==> src/rtl/divisor_sequencer_if.sv <==
`default_nettype none
// ============================================================================
//  Module   : divisor_sequencer_if
//  Purpose  : Slot-table configuration, sequence control and converter-facing
//             signals of the divisor sequencer, bundled as one interface.
//  Revision : 1.0 - initial release
// ============================================================================
interface divisor_sequencer_if #(
  parameter int NSLOT = 4,
  parameter int DW    = 27,
  parameter int HW    = 8
);
  localparam int c_SW = $clog2(NSLOT);

  // Slot-table write port
  logic            cfg_we;
  logic [c_SW-1:0] cfg_addr;
  logic [DW-1:0]   cfg_divisor;
  logic [HW-1:0]   cfg_hold;

  // Sequence control and divided-clock feedback
  logic            start;
  logic            stop;
  logic            loop;
  logic            tick;

  // Sequencer outputs
  logic [DW-1:0]   divisor;
  logic            conv_reset;
  logic [c_SW-1:0] slot;
  logic            busy;
  logic            done;

  modport master (
    output cfg_we, cfg_addr, cfg_divisor, cfg_hold, start, stop, loop, tick,
    input  divisor, conv_reset, slot, busy, done
  );

  modport slave (
    input  cfg_we, cfg_addr, cfg_divisor, cfg_hold, start, stop, loop, tick,
    output divisor, conv_reset, slot, busy, done
  );
endinterface
`default_nettype wire

==> src/rtl/divisor_sequencer.sv <==
`default_nettype none
// ============================================================================
//  Module   : divisor_sequencer
//  Purpose  : Steps a clock converter through a table of (divisor, hold)
//             slots. Each slot is held for a number of rising edges of the
//             converter's divided tick, then the next slot is loaded.
//  Revision : 1.0 - initial release
// ============================================================================
module divisor_sequencer #(
  parameter int NSLOT = 4,
  parameter int DW    = 27,
  parameter int HW    = 8
) (
  input wire                 CLK,
  input wire                 reset,
  divisor_sequencer_if.slave bus
);

  localparam int              c_SW   = $clog2(NSLOT);
  localparam logic [c_SW-1:0] c_LAST = c_SW'(NSLOT - 1);

  typedef enum logic [1:0] {
    S_IDLE = 2'd0,
    S_LOAD = 2'd1,
    S_RUN  = 2'd2,
    S_DONE = 2'd3
  } state_t;

  logic [DW-1:0]   r_tab_div  [NSLOT];
  logic [HW-1:0]   r_tab_hold [NSLOT];

  state_t          r_state;
  logic [DW-1:0]   r_divisor;
  logic            r_conv_reset;
  logic [c_SW-1:0] r_slot;
  logic            r_busy;
  logic            r_done;
  logic            r_tick_d;
  logic [HW:0]     r_count;
  logic [HW:0]     r_hold_tgt;

  logic [c_SW-1:0] w_load_slot;
  logic [DW-1:0]   w_load_div;
  logic [HW:0]     w_load_hold;
  logic            w_last;
  logic            w_tick_rise;
  logic [HW:0]     w_count_inc;
  logic            w_hit;

  // Slot table: writable in any state; reads at LOAD entry see pre-write data
  always_ff @(posedge CLK or negedge reset) begin
    if (!reset) begin
      for (int i = 0; i < NSLOT; i++) begin
        r_tab_div[i]  <= DW'(1);
        r_tab_hold[i] <= HW'(1);
      end
    end else if (bus.cfg_we) begin
      r_tab_div[bus.cfg_addr]  <= bus.cfg_divisor;
      r_tab_hold[bus.cfg_addr] <= bus.cfg_hold;
    end
  end

  // Slot to be loaded next: 0 from IDLE or after the last slot, else slot+1
  always_comb begin
    w_load_slot = '0;
    if (r_state == S_RUN && !w_last) begin
      w_load_slot = r_slot + 1'b1;
    end
  end

  assign w_last      = (r_slot == c_LAST);
  // A zero divisor is clamped to 1; a zero hold means the full 2^HW edges
  assign w_load_div  = (r_tab_div[w_load_slot] == '0) ? DW'(1) : r_tab_div[w_load_slot];
  assign w_load_hold = {(r_tab_hold[w_load_slot] == '0), r_tab_hold[w_load_slot]};
  assign w_tick_rise = bus.tick & ~r_tick_d;
  assign w_count_inc = r_count + 1'b1;
  assign w_hit       = w_tick_rise && (w_count_inc == r_hold_tgt);

  // Sequencer FSM with registered outputs; stop overrides everything
  always_ff @(posedge CLK or negedge reset) begin
    if (!reset) begin
      r_state      <= S_IDLE;
      r_divisor    <= DW'(1);
      r_conv_reset <= 1'b1;
      r_slot       <= '0;
      r_busy       <= 1'b0;
      r_done       <= 1'b0;
      r_tick_d     <= 1'b0;
      r_count      <= '0;
      r_hold_tgt   <= {{HW{1'b0}}, 1'b1};
    end else begin
      r_done <= 1'b0;
      if (bus.stop) begin
        r_state      <= S_IDLE;
        r_conv_reset <= 1'b1;
        r_busy       <= 1'b0;
        r_tick_d     <= 1'b0;
        r_count      <= '0;
      end else begin
        case (r_state)
          S_IDLE: begin
            r_conv_reset <= 1'b1;
            r_busy       <= 1'b0;
            if (bus.start) begin
              r_state    <= S_LOAD;
              r_slot     <= '0;
              r_divisor  <= w_load_div;
              r_hold_tgt <= w_load_hold;
              r_busy     <= 1'b1;
            end
          end
          S_LOAD: begin
            r_state      <= S_RUN;
            r_conv_reset <= 1'b0;
            r_count      <= '0;
            r_tick_d     <= 1'b0;
          end
          S_RUN: begin
            r_tick_d <= bus.tick;
            if (w_tick_rise) begin
              r_count <= w_count_inc;
            end
            if (w_hit) begin
              r_conv_reset <= 1'b1;
              if (!w_last || bus.loop) begin
                r_state    <= S_LOAD;
                r_slot     <= w_load_slot;
                r_divisor  <= w_load_div;
                r_hold_tgt <= w_load_hold;
              end else begin
                r_state <= S_DONE;
                r_done  <= 1'b1;
                r_busy  <= 1'b0;
              end
            end
          end
          S_DONE: begin
            r_state      <= S_IDLE;
            r_conv_reset <= 1'b1;
            r_busy       <= 1'b0;
          end
          default: begin
            r_state <= S_IDLE;
          end
        endcase
      end
    end
  end

  assign bus.divisor    = r_divisor;
  assign bus.conv_reset = r_conv_reset;
  assign bus.slot       = r_slot;
  assign bus.busy       = r_busy;
  assign bus.done       = r_done;

endmodule
`default_nettype wire
==> src/flat_wrapper.sv <==
// flat-port wrapper written by rule: the top's interface ports become plain ports
module divisor_sequencer_flat 
#(
  parameter int NSLOT = 4,
  parameter int DW    = 27,
  parameter int HW    = 8
)
  (CLK, reset, bus_cfg_we, bus_cfg_addr, bus_cfg_divisor, bus_cfg_hold, bus_start, bus_stop, bus_loop, bus_tick, bus_divisor, bus_conv_reset, bus_slot, bus_busy, bus_done);
  divisor_sequencer_if #(.NSLOT(NSLOT), .DW(DW), .HW(HW)) bus_i ();
  input wire CLK;
  input wire reset;
  input wire logic [$bits(bus_i.cfg_we)-1:0] bus_cfg_we;
  input wire logic [$bits(bus_i.cfg_addr)-1:0] bus_cfg_addr;
  input wire logic [$bits(bus_i.cfg_divisor)-1:0] bus_cfg_divisor;
  input wire logic [$bits(bus_i.cfg_hold)-1:0] bus_cfg_hold;
  input wire logic [$bits(bus_i.start)-1:0] bus_start;
  input wire logic [$bits(bus_i.stop)-1:0] bus_stop;
  input wire logic [$bits(bus_i.loop)-1:0] bus_loop;
  input wire logic [$bits(bus_i.tick)-1:0] bus_tick;
  output wire logic [$bits(bus_i.divisor)-1:0] bus_divisor;
  output wire logic [$bits(bus_i.conv_reset)-1:0] bus_conv_reset;
  output wire logic [$bits(bus_i.slot)-1:0] bus_slot;
  output wire logic [$bits(bus_i.busy)-1:0] bus_busy;
  output wire logic [$bits(bus_i.done)-1:0] bus_done;
  assign bus_i.cfg_we = bus_cfg_we;
  assign bus_i.cfg_addr = bus_cfg_addr;
  assign bus_i.cfg_divisor = bus_cfg_divisor;
  assign bus_i.cfg_hold = bus_cfg_hold;
  assign bus_i.start = bus_start;
  assign bus_i.stop = bus_stop;
  assign bus_i.loop = bus_loop;
  assign bus_i.tick = bus_tick;
  assign bus_divisor = bus_i.divisor;
  assign bus_conv_reset = bus_i.conv_reset;
  assign bus_slot = bus_i.slot;
  assign bus_busy = bus_i.busy;
  assign bus_done = bus_i.done;
  divisor_sequencer #(.NSLOT(NSLOT), .DW(DW), .HW(HW)) u_core (.CLK(CLK), .reset(reset), .bus(bus_i));
endmodule
==> config.mk <==
export PLATFORM = sky130hd
export DESIGN_NAME = divisor_sequencer_flat
export DESIGN_NICKNAME = d
export VERILOG_FILES = /design/src/rtl/divisor_sequencer_if.sv /design/src/rtl/divisor_sequencer.sv /design/src/flat_wrapper.sv
export SDC_FILE = /design/constraint.sdc
export NUM_CORES = 1
export LEC_CHECK = 0
export ABC_CLOCK_PERIOD_IN_PS = 2500
export CORE_MARGIN = 4
export CORE_UTILIZATION = 52
export CTS_CLUSTER_SIZE = 25
export DETAILED_ROUTE_END_ITERATION = 8
export GPL_ROUTABILITY_DRIVEN = 0
export MAX_ROUTING_LAYER = met4
export PLACE_DENSITY_LB_ADDON = 0.05
export SETUP_SLACK_MARGIN = 0.4
export SLEW_MARGIN = 20
export SYNTH_ARGS = -nofsm -noshare
export SYNTH_HDL_FRONTEND = slang
export SYNTH_SLANG_ARGS = --single-unit
==> constraint.sdc <==
create_clock -name CLK -period 2.5 [get_ports CLK]
set_input_delay 0.375 -clock CLK [delete_from_list [all_inputs] [get_ports CLK]]
set_output_delay 0.375 -clock CLK [all_outputs]
set_load 0.05 [all_outputs]
==> results.cfg, run 1 <==
[run_status]
status = complete, but fails checks
violations = negative setup slack

[power]
powerDensity_mw_per_mm2 = 860.5
irDropWorstVdd_v = 0.0007435
leakage_nw = 5.102

[critical_path]
startpoint_type = flip-flop
critPathCaptureType = flip-flop
worst-setup-path-type = reg -> reg
worstPathRequired_ps = 2870
arrival_ps = 2990
crit_fanout = 20

[sta]
fin_skew_ps = 11.26
min_period_ps = 2624
timing.fmax_mhz = 381.2
rsz0062_at_grt = true
hold_viol = 0
relSlewSlack_pct = 62.93
slew_violations = 0
final.setup.worst_slack_ps = -123.6
tightest_slew_ps = 556.0
finalCritPeriodShare_pct = 104.9
report.final.setup_viol = 6
fin_setup_tns_ps = -215.7

[detailed_routing]
drt_iter0_markers = 388
antenna_left = 0
via_per_inst = 5.853
drc_errors = 0
drt-pass1-iter-count = 5
wl_um = 22460
wl_per_cell_um = 20.75
vias = 6333

[synth]
synth_edf_count = 0
ys_seq_elements = 193
yosys.area.top_type = dfrtp_1
syn_area_mm2 = 0.008990
synthArstFlopShare_pct = 100.0
yosysSeqAreaShare_pct = 53.88
synth_nets = 739
avgSynthCellArea_um2 = 12.97
synthCells = 693
synth_area_leaders = dfrtp_1, mux2_2, mux2i_1, dfstp_2, a32o_1
netlist.area_leader.share_pct = 50.66
yosysWarnings = 0
ys_types = 51
synth_ff_type = dfrtp_1

[grt]
grt_pass1_vias = 6994
grt_util_all_layers_pct = 24.77
grt_pass1_wl_um = 37240
gr-total-overflow = 0
antenna_found_initial = 0
grt_max_degree = 67

[cts]
cts_tree = yes
clk_latency_ps = 430
cts-root-buf = clkbuf_16
numCtsBuffers = 17
cts_sinks = 193
clk_pin_slew_ps = 70
clockBufferDepth = 2
h-tree-depth = 4

[layout]
layout.nets = 895
final_cells = 1082
num-fill-cells = 1165
diodes = 0
area_growth_syn_to_layout_pct = 32.37
drive_above_1_share_pct = 44.90

[place]
dp.cells = 1029
place.port_buffers = 75
dp.final_hpwl_um = 14220

[floorplan]
start_util_pct = 53.64
num_rows = 47
die_x_um = 139.5
core_mm2 = 0.01676
die_y_um = 139.5
ios = 76
die_area_mm2 = 0.01946

[min_path]
min_path_type = in -> async

[flow_run]
max_cap_viol_count = 0
-- what timing repair did --
item / in CTS / in global routing
gates resized for setup: 40 / 13
setup endpoints to repair: 47 / 46
hold buffers: 1 / 0
pin swaps: 10 / 7
hold endpoints to repair: 56 / 0
cloned: 6 / 0
setup buffers: 13 / 1
-- sequential cells by signal, indices dropped and copies added, names as in the netlist --
signal and flops:
u_core.r_tab_div 108, u_core.r_tab_hold 32, u_core.bus.divisor 27, u_core.r_count 9, u_core.r_hold_tgt 9, u_core.bus.slot 2
u_core.r_state 2, u_core.bus.busy 1, u_core.bus.conv_reset 1, u_core.bus.done 1, u_core.r_tick_d 1
-- final cells by class --
| type | instances | area, um2 | area share, % |
|---|---|---|---|
| inverters | 24 | 90.09 | 0.7570 |
| well taps | 220 | 275.3 | 2.313 |
| repair buffers | 183 | 1917 | 16.11 |
| flip-flops and latches | 193 | 4847 | 40.73 |
| clock inverters | 14 | 145.1 | 1.220 |
| clock buffers | 18 | 439.2 | 3.690 |
| multi-input cells | 430 | 4187 | 35.18 |
-- cells by family (layout without fill, tap and decap cells) --
kind of cell / count (synthesis) / after routing / share of synthesized area (%)
buffers and inverters: 71 / 239 / 3.549
DFF: 193 / 193 / 53.88
adders and majority gates: 2 / 2 / 0.2783
muxes: 212 / 212 / 26.15
xor gates and xnor gates: 10 / 10 / 1.308
and+or+nand+nor: 122 / 123 / 7.363
AOI/OAI and AO/OA: 83 / 83 / 7.474
-- layout by cell type, fill, tap and decap left out, types with 12 or more instances in the layout --
master and count:
buf_4 79, mux2i_1 27, o22ai_1 12, clkbuf_16 17, nand2_1 16, inv_1 24, mux2_2 144, nor2_1 28
nor3_1 17, dfrtp_1 179, buf_12 18, a32o_1 20, mux2_4 39, clkdlybuf4s50_1 70
-- metal layers --
layer	vias up	share of wire, %	GRT usage, %
met5	-	0	-
met4	0	1.3	7.055
met3	22	3.9	3.705
met2	146	51	41.09
met1	3299	44	31.94
li1	2866	-	-
-- worst max-delay path, cell delays in order (launching register included) --
cell and delay (ps):
dfrtp_2 430, ha_4 290, and4bb_4 320, buf_8 200, mux2_2 350, o221a_2 240, nor4_1 320, and4_1 260
o32a_1 150
-- cells in the mapped netlist (3+ instances only) --
cell	instances
o221a_2	10
nand3_1	8
or4b_1	3
o22ai_1	12
xor2_1	4
and4_1	3
inv_1	24
mux2_2	181
nor2_1	28
nand2b_1	7
nand2_1	18
dfstp_2	11
nand3b_1	3
o31ai_1	4
nor3_1	23
nor4_1	6
and3_1	4
buf_4	4
a21oi_1	12
dfrtp_1	182
a32o_1	20
xnor2_1	4
buf_2	12
buf_6	3
or3_1	8
mux2i_1	29
o21ai_0	11
clkbuf_1	26
-- final timing paths --
check                                      start               endpoint  slack, ps  cells past startpoint
hold reg to reg            u_core.r_tab_hold[22]  u_core.r_tab_hold[22]        500                      1
max in group asynchronous                  reset   u_core.r_tab_div[54]       1230                      3
setup / recovery              u_core.bus.slot[0]  u_core.bus.divisor[0]       -120                      8
setup reg to reg              u_core.bus.slot[0]  u_core.bus.divisor[0]       -120                      8
min in group CLK           u_core.r_tab_hold[22]  u_core.r_tab_hold[22]        500                      1
hold / removal                             reset   u_core.r_hold_tgt[7]        490                      2
-- power by group --
part           switching (W)  internal [W]  leakage, nW
Sequential          0.000423       0.00382         2.30
Combinational        0.00164       0.00166         2.52
Clock                0.00126       0.00144        0.284
-- metrics by stage --
stage	cell area [um2]	setup slack, ps	total power [W]	hold WS [ps]	utilization, %
5_1_grt	11900	-201.6	0.01073	512.9	71.00
2_1_floorplan	9215	-244.5	0.006209	79.41	-
6_report	11900	-123.6	0.01024	493.7	71.00
3_3_place_gp	10810	-264.3	0.007273	390.4	64.50
3_5_place_dp	10810	-244.1	0.007380	404.3	64.50
4_1_cts	11830	-87.57	0.01026	507.3	70.61
(Power assumes the default switching activity.)
==> inputs of run 2 (changes only) <==
--- a/config.mk
+++ b/config.mk
@@ -8,13 +8,12 @@
 export ABC_CLOCK_PERIOD_IN_PS = 2500
 export CORE_MARGIN = 4
 export CORE_UTILIZATION = 52
-export CTS_CLUSTER_SIZE = 25
 export DETAILED_ROUTE_END_ITERATION = 8
 export GPL_ROUTABILITY_DRIVEN = 0
 export MAX_ROUTING_LAYER = met4
-export PLACE_DENSITY_LB_ADDON = 0.05
+export PLACE_DENSITY = 0.86
 export SETUP_SLACK_MARGIN = 0.4
-export SLEW_MARGIN = 20
+export SLEW_MARGIN = 0
 export SYNTH_ARGS = -nofsm -noshare
 export SYNTH_HDL_FRONTEND = slang
 export SYNTH_SLANG_ARGS = --single-unit
==> results.cfg, run 2 (synthesis gave the netlist of run 1 again) <==
[critical_path]
critPathCaptureType = flip-flop
crit_fanout = 5
ff2ff_setup_slack_ps = -160
arrival_ps = 3050
worstPathRequired_ps = 2890
worst-setup-path-type = reg -> reg
startpoint_type = flip-flop

[floorplan]
die_x_um = 139.5
ios = 76
core_mm2 = 0.01676
die_area_mm2 = 0.01946
num_rows = 47
start_util_pct = 53.64
die_y_um = 139.5

[sta]
timing.fmax_mhz = 376.4
worst_hold_slack_ps = 446.8
report.final.setup_viol = 10
tightest_slew_ps = 555.0
relSlewSlack_pct = 63.00
slew_violations = 0
rsz0062_at_grt = true
fin_skew_ps = 9.953
min_period_ps = 2657
hold_viol = 0
final.setup.worst_slack_ps = -157.0
finalCritPeriodShare_pct = 106.3

[detailed_routing]
wl_per_cell_um = 22.31
wl_um = 23710
via_per_inst = 6.096
vias = 6480
drt-pass1-iter-count = 4
antenna_left = 0
drc_errors = 0
drt_iter0_markers = 492

[cts]
cts_sinks = 193
cts-root-buf = clkbuf_16
numCtsBuffers = 17
h-tree-depth = 4
cts_tree = yes
clockBufferDepth = 2
clk_latency_ps = 450
clk_pin_slew_ps = 70

[flow_run]
max_cap_viol_count = 0

[layout]
diodes = 0
largest_reg_flops = 108
layout_common_cells = dfrtp_1, mux2_2, clkdlybuf4s50_1
final_cells = 1063
largest_register = u_core.r_tab_div
final_common_cell = dfrtp_1
layout.nets = 876
drive_above_1_share_pct = 43.65
area_growth_syn_to_layout_pct = 30.41
num-fill-cells = 1006

[grt]
grt_pass1_vias = 6959
grt_util_all_layers_pct = 25.02
grt_max_degree = 63
grt_pass1_wl_um = 37660
gr-total-overflow = 0
antenna_found_initial = 0

[place]
dp.final_hpwl_um = 13970
place.port_buffers = 75
dp.cells = 1012
dp_slack_ps = -224.7

[power]
total_power_w = 0.01033
leakage_nw = 5.011
powerDensity_mw_per_mm2 = 881.5
irDropWorstVdd_v = 0.0008437

[run_status]
status = complete, but fails checks
violations = negative setup slack

[min_path]
min_path_type = in -> async
-- run 2: metrics by stage --
step                instance area (um2)  setup TNS (ps)  utilization [%]
floorplan                          9215          -340.9                -
global placement                  10640          -293.7            63.50
detailed placement                10640          -396.5            63.50
CTS                               11550          -117.8            68.91
global route                      11720           -1608            69.95
finish                            11720          -284.1            69.95
-- run 2: worst paths after layout --
path,cells after the start,to,from
max,7,u_core.r_hold_tgt[8],u_core.bus.slot[0]
min,2,u_core.r_count[0],reset
max reg2reg,7,u_core.r_hold_tgt[8],u_core.bus.slot[0]
min reg2reg,1,u_core.r_tab_hold[22],u_core.r_tab_hold[22]
max in group asynchronous,3,u_core.r_tab_div[1],reset
min in group CLK,1,u_core.r_tab_hold[22],u_core.r_tab_hold[22]
-- run 2: metal layers --
layer | up-vias | track usage [%] | part of all wire, % | wire, um
met5 | - | - | 0 | 0
met4 | 0 | 7.570 | 2.2 | 518
met3 | 45 | 5.763 | 5.9 | 1404
met2 | 274 | 41.07 | 50 | 11950
met1 | 3342 | 31.15 | 41 | 9840
li1 | 2819 | - | - | -
-- run 2: final cells by class --
type,count,area [um2],share of cell area [%]
inverters,24,90.09,0.7684
flip-flops and latches,193,4848,41.36
well taps,220,275.3,2.348
clock inverters,14,145.1,1.238
repair buffers,164,1718,14.65
clock buffers,18,439.2,3.746
multi-input cells,430,4208,35.89
-- run 2: worst max-delay path, stage by stage (launching register included) --
cell,delay [ps]
dfrtp_2,440
ha_4,290
and4bb_4,320
mux2_4,320
o221a_1,230
or4_4,550
nor4b_4,270
mux2_4,170
-- run 2: power by group --
part / switching (W) / internal, W / leakage (nW)
registers: 0.000458 / 0.00382 / 2.30
clock network: 0.00132 / 0.00144 / 0.294
logic: 0.00167 / 0.00162 / 2.42
total: 0.00345 / 0.00688 / 5.01
-- run 2: repair_timing --
| item | in CTS | in global routing |
|---|---|---|
| buffers inserted | 9 | 4 |
| gates cloned | 4 | 1 |
| hold endpoints to repair | 42 | 0 |
| hold buffers | 1 | 0 |
| endpoints found under the setup margin | 47 | 48 |
| gates resized for setup | 37 | 24 |
| pin swaps | 10 | 13 |
